**config.mk**
```make
export PLATFORM = sky130hd
export DESIGN_NAME = mem_port_arbiter
export DESIGN_NICKNAME = d
export VERILOG_FILES = /design/src/rtl/mem_arb_pkg.sv /design/src/rtl/arb_wait_timer.sv /design/src/rtl/mem_port_arbiter.sv
export SDC_FILE = /design/constraint.sdc
export NUM_CORES = 1
export LEC_CHECK = 0
export CAP_MARGIN = 15
export CORE_ASPECT_RATIO = 0.75
export CORE_MARGIN = 2
export CORE_UTILIZATION = 40
export CTS_CLUSTER_SIZE = 14
export DETAILED_ROUTE_END_ITERATION = 7
export PLACE_DENSITY = 0.75
export SETUP_SLACK_MARGIN = 0.02
export SLEW_MARGIN = 10
export SYNTH_ARGS = -nofsm -noshare
export SYNTH_HDL_FRONTEND = slang
export SYNTH_SLANG_ARGS = --single-unit
```
**constraint.sdc**
```tcl
create_clock -name clk -period 4.3 [get_ports clk]
set_clock_uncertainty 0.15 [all_clocks]
set_input_delay 0.43 -clock clk [delete_from_list [all_inputs] [get_ports clk]]
set_output_delay 0.43 -clock clk [all_outputs]
set_load 0.01 [all_outputs]
```
**src/rtl/mem_arb_pkg.sv**
```systemverilog
// Shared types and default widths for the memory port arbiter.
package mem_arb_pkg;

  localparam int unsigned DEF_ADDR_W = 32;
  localparam int unsigned DEF_DATA_W = 32;

  typedef enum logic [1:0] {
    IDLE  = 2'd0,
    DATA  = 2'd1,
    FETCH = 2'd2
  } arb_state_t;

endpackage

```
**src/rtl/arb_wait_timer.sv**
```systemverilog
// Wait-state counter for one port transaction. It restarts on each grant and
// flags expiry on the MAX_WAIT-th busy cycle that ends without an ack.
module arb_wait_timer #(
  parameter int unsigned MAX_WAIT = 255
) (
  input  logic clk,
  input  logic reset_n,
  input  logic start,
  input  logic busy,
  input  logic ack,
  output logic expire
);

  localparam int unsigned CW = (MAX_WAIT < 2) ? 1 : $clog2(MAX_WAIT + 1);
  localparam logic [CW-1:0] LAST = CW'(MAX_WAIT - 1);

  logic [CW-1:0] wait_cnt;

  assign expire = busy & ~ack & (wait_cnt == LAST);

  // Count unacknowledged busy cycles; restart on grant and after expiry.
  always_ff @(posedge clk) begin
    if (!reset_n) begin
      wait_cnt <= '0;
    end else if (start || expire) begin
      wait_cnt <= '0;
    end else if (busy && !ack) begin
      wait_cnt <= wait_cnt + 1'b1;
    end
  end

endmodule

```
**src/rtl/mem_port_arbiter.sv**
```systemverilog
// Shares one memory port between the fetch and data requesters. The data side
// has priority. Completed responses are held until the pipeline advances, and a
// fetch that is flushed while in flight is drained and its data dropped.
module mem_port_arbiter
  import mem_arb_pkg::*;
#(
  parameter int unsigned ADDR_W   = DEF_ADDR_W,
  parameter int unsigned DATA_W   = DEF_DATA_W,
  parameter int unsigned MAX_WAIT = 255
) (
  input  logic                clk,
  input  logic                reset_n,
  input  logic                if_req,
  input  logic [ADDR_W-1:0]   if_addr,
  input  logic                dm_req,
  input  logic                dm_we,
  input  logic [ADDR_W-1:0]   dm_addr,
  input  logic [DATA_W-1:0]   dm_wdata,
  input  logic [DATA_W/8-1:0] dm_wsel,
  input  logic                flush,
  output logic                mem_req,
  output logic                mem_we,
  output logic [ADDR_W-1:0]   mem_addr,
  output logic [DATA_W-1:0]   mem_wdata,
  output logic [DATA_W/8-1:0] mem_wsel,
  input  logic [DATA_W-1:0]   mem_rdata,
  input  logic                mem_ack,
  output logic [DATA_W-1:0]   if_rdata,
  output logic [DATA_W-1:0]   dm_rdata,
  output logic                stall_pipl,
  output logic                bus_err
);

  arb_state_t        state;
  logic              if_done;
  logic              dm_done;
  logic              kill;

  logic              expire;
  logic              data_ack;
  logic              fetch_ack;
  logic              fetch_keep;
  logic              if_done_a;
  logic              dm_done_a;
  logic              grant_dm;
  logic              grant_if;
  logic              can_grant;
  logic              start;
  logic [DATA_W-1:0] rdata_ev;

  assign stall_pipl = (if_req & ~if_done) | (dm_req & ~dm_done);

  // Completion events and the grant decision. The grant looks at the done
  // flags as they stand after this cycle's completion, so a second
  // transaction can follow an ack without an idle cycle.
  always_comb begin
    data_ack   = 1'b0;
    fetch_ack  = 1'b0;
    fetch_keep = 1'b0;
    rdata_ev   = '0;
    dm_done_a  = 1'b0;
    if_done_a  = 1'b0;
    grant_dm   = 1'b0;
    grant_if   = 1'b0;
    can_grant  = 1'b0;
    start      = 1'b0;

    data_ack   = (state == DATA)  & (mem_ack | expire);
    fetch_ack  = (state == FETCH) & (mem_ack | expire);
    // A flush in the ack cycle makes the returned instruction stale.
    fetch_keep = fetch_ack & ~kill & ~flush;
    rdata_ev   = mem_ack ? mem_rdata : '0;

    dm_done_a  = dm_done | data_ack;
    if_done_a  = (if_done | fetch_keep) & ~flush;

    grant_dm   = dm_req & ~dm_done_a;
    grant_if   = if_req & ~if_done_a;
    can_grant  = (state == IDLE) | data_ack | fetch_ack;
    start      = can_grant & (grant_dm | grant_if);
  end

  arb_wait_timer #(
    .MAX_WAIT (MAX_WAIT)
  ) u_wait_timer (
    .clk     (clk),
    .reset_n (reset_n),
    .start   (start),
    .busy    (state != IDLE),
    .ack     (mem_ack),
    .expire  (expire)
  );

  // Arbiter FSM with registered port outputs, response holding and done flags.
  always_ff @(posedge clk) begin
    if (!reset_n) begin
      state     <= IDLE;
      mem_req   <= 1'b0;
      mem_we    <= 1'b0;
      mem_addr  <= '0;
      mem_wdata <= '0;
      mem_wsel  <= '0;
      if_rdata  <= '0;
      dm_rdata  <= '0;
      bus_err   <= 1'b0;
      kill      <= 1'b0;
      if_done   <= 1'b0;
      dm_done   <= 1'b0;
    end else begin
      bus_err <= expire;

      // With no stall the pipeline advances, so held results are consumed.
      if (!stall_pipl) begin
        if_done <= 1'b0;
        dm_done <= 1'b0;
      end else begin
        if_done <= if_done_a;
        dm_done <= dm_done_a;
      end

      if (fetch_ack) begin
        kill <= 1'b0;
      end else if (flush && state == FETCH) begin
        kill <= 1'b1;
      end

      if (data_ack && !mem_we) begin
        dm_rdata <= rdata_ev;
      end
      if (fetch_keep) begin
        if_rdata <= rdata_ev;
      end

      if (can_grant) begin
        if (grant_dm) begin
          state     <= DATA;
          mem_req   <= 1'b1;
          mem_we    <= dm_we;
          mem_addr  <= dm_addr;
          mem_wdata <= dm_wdata;
          mem_wsel  <= dm_wsel;
        end else if (grant_if) begin
          state     <= FETCH;
          mem_req   <= 1'b1;
          mem_we    <= 1'b0;
          mem_addr  <= if_addr;
          mem_wdata <= '0;
          mem_wsel  <= '0;
        end else begin
          state   <= IDLE;
          mem_req <= 1'b0;
          mem_we  <= 1'b0;
        end
      end
    end
  end

endmodule

```
==> results.py <==
metrics = {
    "clocking": {
        "cts_tree": "done",
        "root_buffer": "clkbuf_16",
        "holdBufCountCts": 0,
        "path_clk_slew_ns": 0.07,
        "clkLatencyLatePin_ns": 0.41,
        "numCtsBuffers": 17,
        "cts_setup_buffers": 0,
        "htree_num_levels": 4,
        "clk_path_buf_depth": 2,
        "cts_sinks": 148,
        "cts-resized-gates": 0,
    },
    "logic_synthesis": {
        "synth_warnings": 0,
        "ys_seq_area_share_pct": 48.9,
        "syn_nets": 830,
        "synth_cell_types": 40,
        "synth_seq_cells": 148,
        "synth.area.top_cells": "dfxtp_1 (49%), nand2_1 (6.7%), a21oi_1 (5.9%)",
        "syn-instance-count": 689,
        "yosysTopAreaCellShare_pct": 48.9,
        "syn_avg_cell_area_sq_um": 8.80,
        "yosysTopAreaCell": "dfxtp_1",
        "syn-cell-area_sq_um": 6060,
    },
    "floorplanning": {
        "io_pins": 275,
        "rows": 38,
        "fp.coreArea_sq_um": 14600,
        "start_util_pct": 41.4,
        "die_w_microns": 146,
        "die_h_microns": 111,
        "fp.dieArea_sq_um": 16200,
    },
    "global_routing": {
        "busiest_layer": "met2",
        "track_usage_pct": 22.1,
        "first_global_vias": 5362,
        "grt_pass1_wl_microns": 28900,
        "use_met3_pct": 6.07,
        "grt_max_degree": 103,
        "grt_use_met1_pct": 28.9,
        "antenna_found_initial": 0,
        "grt_overflow_total": 0,
        "grtUsageMet2_pct": 35.8,
    },
    "power_and_ir_drop": {
        "seqPwrFrac_pct": 42.2,
        "peakVddDrop_mv": 0.261,
        "p_per_area_nw_per_um2": 373,
        "comb_power_share_pct": 16.5,
        "swShare_pct": 25.4,
        "p_leak_uw": 0.00339,
        "p_sw_uw": 891,
        "internal-power_uw": 2620,
        "clkPwrFrac_pct": 41.4,
    },
    "placement": {
        "pre_cts_ws_ns": 1.02,
        "dp_hpwl_microns": 12400,
        "globalplace.congestion": 0.823,
        "portBuffers": 274,
        "dpl.cell_count": 1104,
    },
    "critical_path": {
        "critPathLaunchType": "flop",
        "cp_max_fo": 47,
        "worst-endpoint-required_ns": 4.48,
        "crit_arrival_ns": 3.50,
        "worst_setup_path_end_kind": "flop",
        "critPathKind": "reg -> reg",
    },
    "finish": {
        "final_common_cell": "clkdlybuf4s50_1",
        "areaGrowthSynthToFinish_pct": 55.1,
        "nNetsFinal": 1064,
        "postLayoutCoreUtil_pct": 64.2,
        "final_cell_mix": "clkdlybuf4s50_1 (272), dfxtp_1 (148), nand2_1 (108), a21oi_1 (72), nand3_1 (65)",
        "stdcell_count": 1136,
        "drive_above_1_share_pct": 5.66,
        "n_antenna_cell": 0,
    },
    "run_status": {
        "status": "finished, final reports clean",
    },
    "sta": {
        "setup_viol": 0,
        "fin_ws_ns": 0.978,
        "hold_viol": 0,
        "whs_ns": 0.303,
        "drv_slew": 0,
        "period_share_pct": 77.3,
        "worst_slew_pin_slew_ns": 1.19,
        "rsz0062_at_grt": "false",
        "final.setup.tns_ns": 0,
        "slew_headroom_pct": 20.5,
        "fmax_mhz": 301,
        "min_period_ns": 3.32,
    },
    "drt": {
        "wirelength_microns": 18400,
        "wl_per_cell_microns": 16.2,
        "routed-via-count": 5859,
        "antenna_left": 0,
        "drt_iter0_drc": 326,
        "via_per_inst": 5.16,
        "drcViolationCount": 0,
        "dr.pass1.iters": 7,
    },
    "job": {
        "drv_cap": 0,
    },
    "min_path": {
        "min_path_type": "reg -> reg",
    },
}
critical path, cell delays in order (launching register included):
cell and delay, ns:
dfxtp_1 0.42, inv_1 0.10, ha_1 0.22, and4_4 0.22, a31oi_4 0.35, maj3_1 0.36, a21o_2 0.78, buf_4 0.41
mux2i_1 0.22
state kept, by name, summed over array words and instances (netlist names), 2 cells and up:
register	cells
u_wait_timer.wait_cnt	8
if_rdata	32
mem_wdata	32
state	2
dm_rdata	32
mem_wsel	4
mem_addr	32
final timing paths:
path	slack [ns]	cells after the start	end	start
worst max-delay path	0.98	8	mem_addr[26]	u_wait_timer.wait_cnt[0]
worst min register to register	0.30	2	if_rdata[0]	if_rdata[0]
worst min-delay path	0.30	2	if_rdata[0]	if_rdata[0]
worst max register to register	0.98	8	mem_addr[26]	u_wait_timer.wait_cnt[0]
synthesized netlist by cell type:
master / instances
nor3_1: 8
a2111oi_0: 1
buf_4: 1
nand4_1: 4
nor2_1: 10
nand2b_1: 4
a22oi_1: 1
a32o_1: 36
and3_1: 35
or2_2: 1
and2_1: 1
a31oi_4: 1
a211oi_1: 1
a21o_1: 1
or3_1: 2
o31a_1: 1
ha_1: 2
nand3_1: 65
maj3_1: 1
xnor2_1: 4
a21boi_0: 32
and4_4: 1
o2111ai_1: 1
clkinv_1: 1
a311o_1: 1
nor2_2: 1
nand2_1: 108
or4b_1: 1
o221a_2: 1
mux2i_1: 32
dfxtp_1: 148
a211o_1: 1
buf_2: 8
inv_1: 3
o21ai_0: 36
clkbuf_1: 55
buf_6: 4
o21ba_2: 1
a21oi_1: 72
o211ai_1: 2
stage by stage:
stage               power (uW)  cell area [sq um]
floorplan                 1770               6060
global placement          2080               8820
detailed placement        2090               8820
CTS                       3550               9410
global route              3650               9410
finish                    3510               9410
power groups by stage:
| stage | logic (uW) | registers, uW | clock network (uW) |
|---|---|---|---|
| 4_1_cts | 583 | 1480 | 1480 |
| 6_report | 578 | 1480 | 1450 |
| 5_1_grt | 621 | 1490 | 1540 |
| 3_5_place_dp | 578 | 1510 | 0 |
| 2_1_floorplan | 235 | 1540 | 0 |
| 3_3_place_gp | 576 | 1510 | 0 |
cells by family (layout without fill, tap and decap cells):
family          count (synthesis)  after routing  share of synthesized area (%)
buf+inv                        72            319                           5.18
simple gates                  241            241                           18.6
fa+ha+maj                       3              3                          0.578
mux                            32             32                           5.28
compound gates                189            189                           20.9
xor+xnor                        4              4                          0.578
flops                         148            148                           48.9
area by class of cell:
| type | count | area (sq um) |
|---|---|---|
| Clock inverter | 14 | 153 |
| Inverter | 4 | 15.0 |
| Fill cell | 1295 | 5240 |
| Multi-Input combinational cell | 469 | 2800 |
| Timing Repair Buffer | 283 | 2800 |
| Clock buffer | 18 | 429 |
| Sequential cell | 148 | 2960 |
| Tap cell | 200 | 250 |
metal layers:
layer  vias up  share of wire [%]
met2       221                 47
met1      2695                 44
met3        16                7.6
met4         0                1.5
met5         -                  0
li1       2927                  -
(Power assumes the default switching activity.)
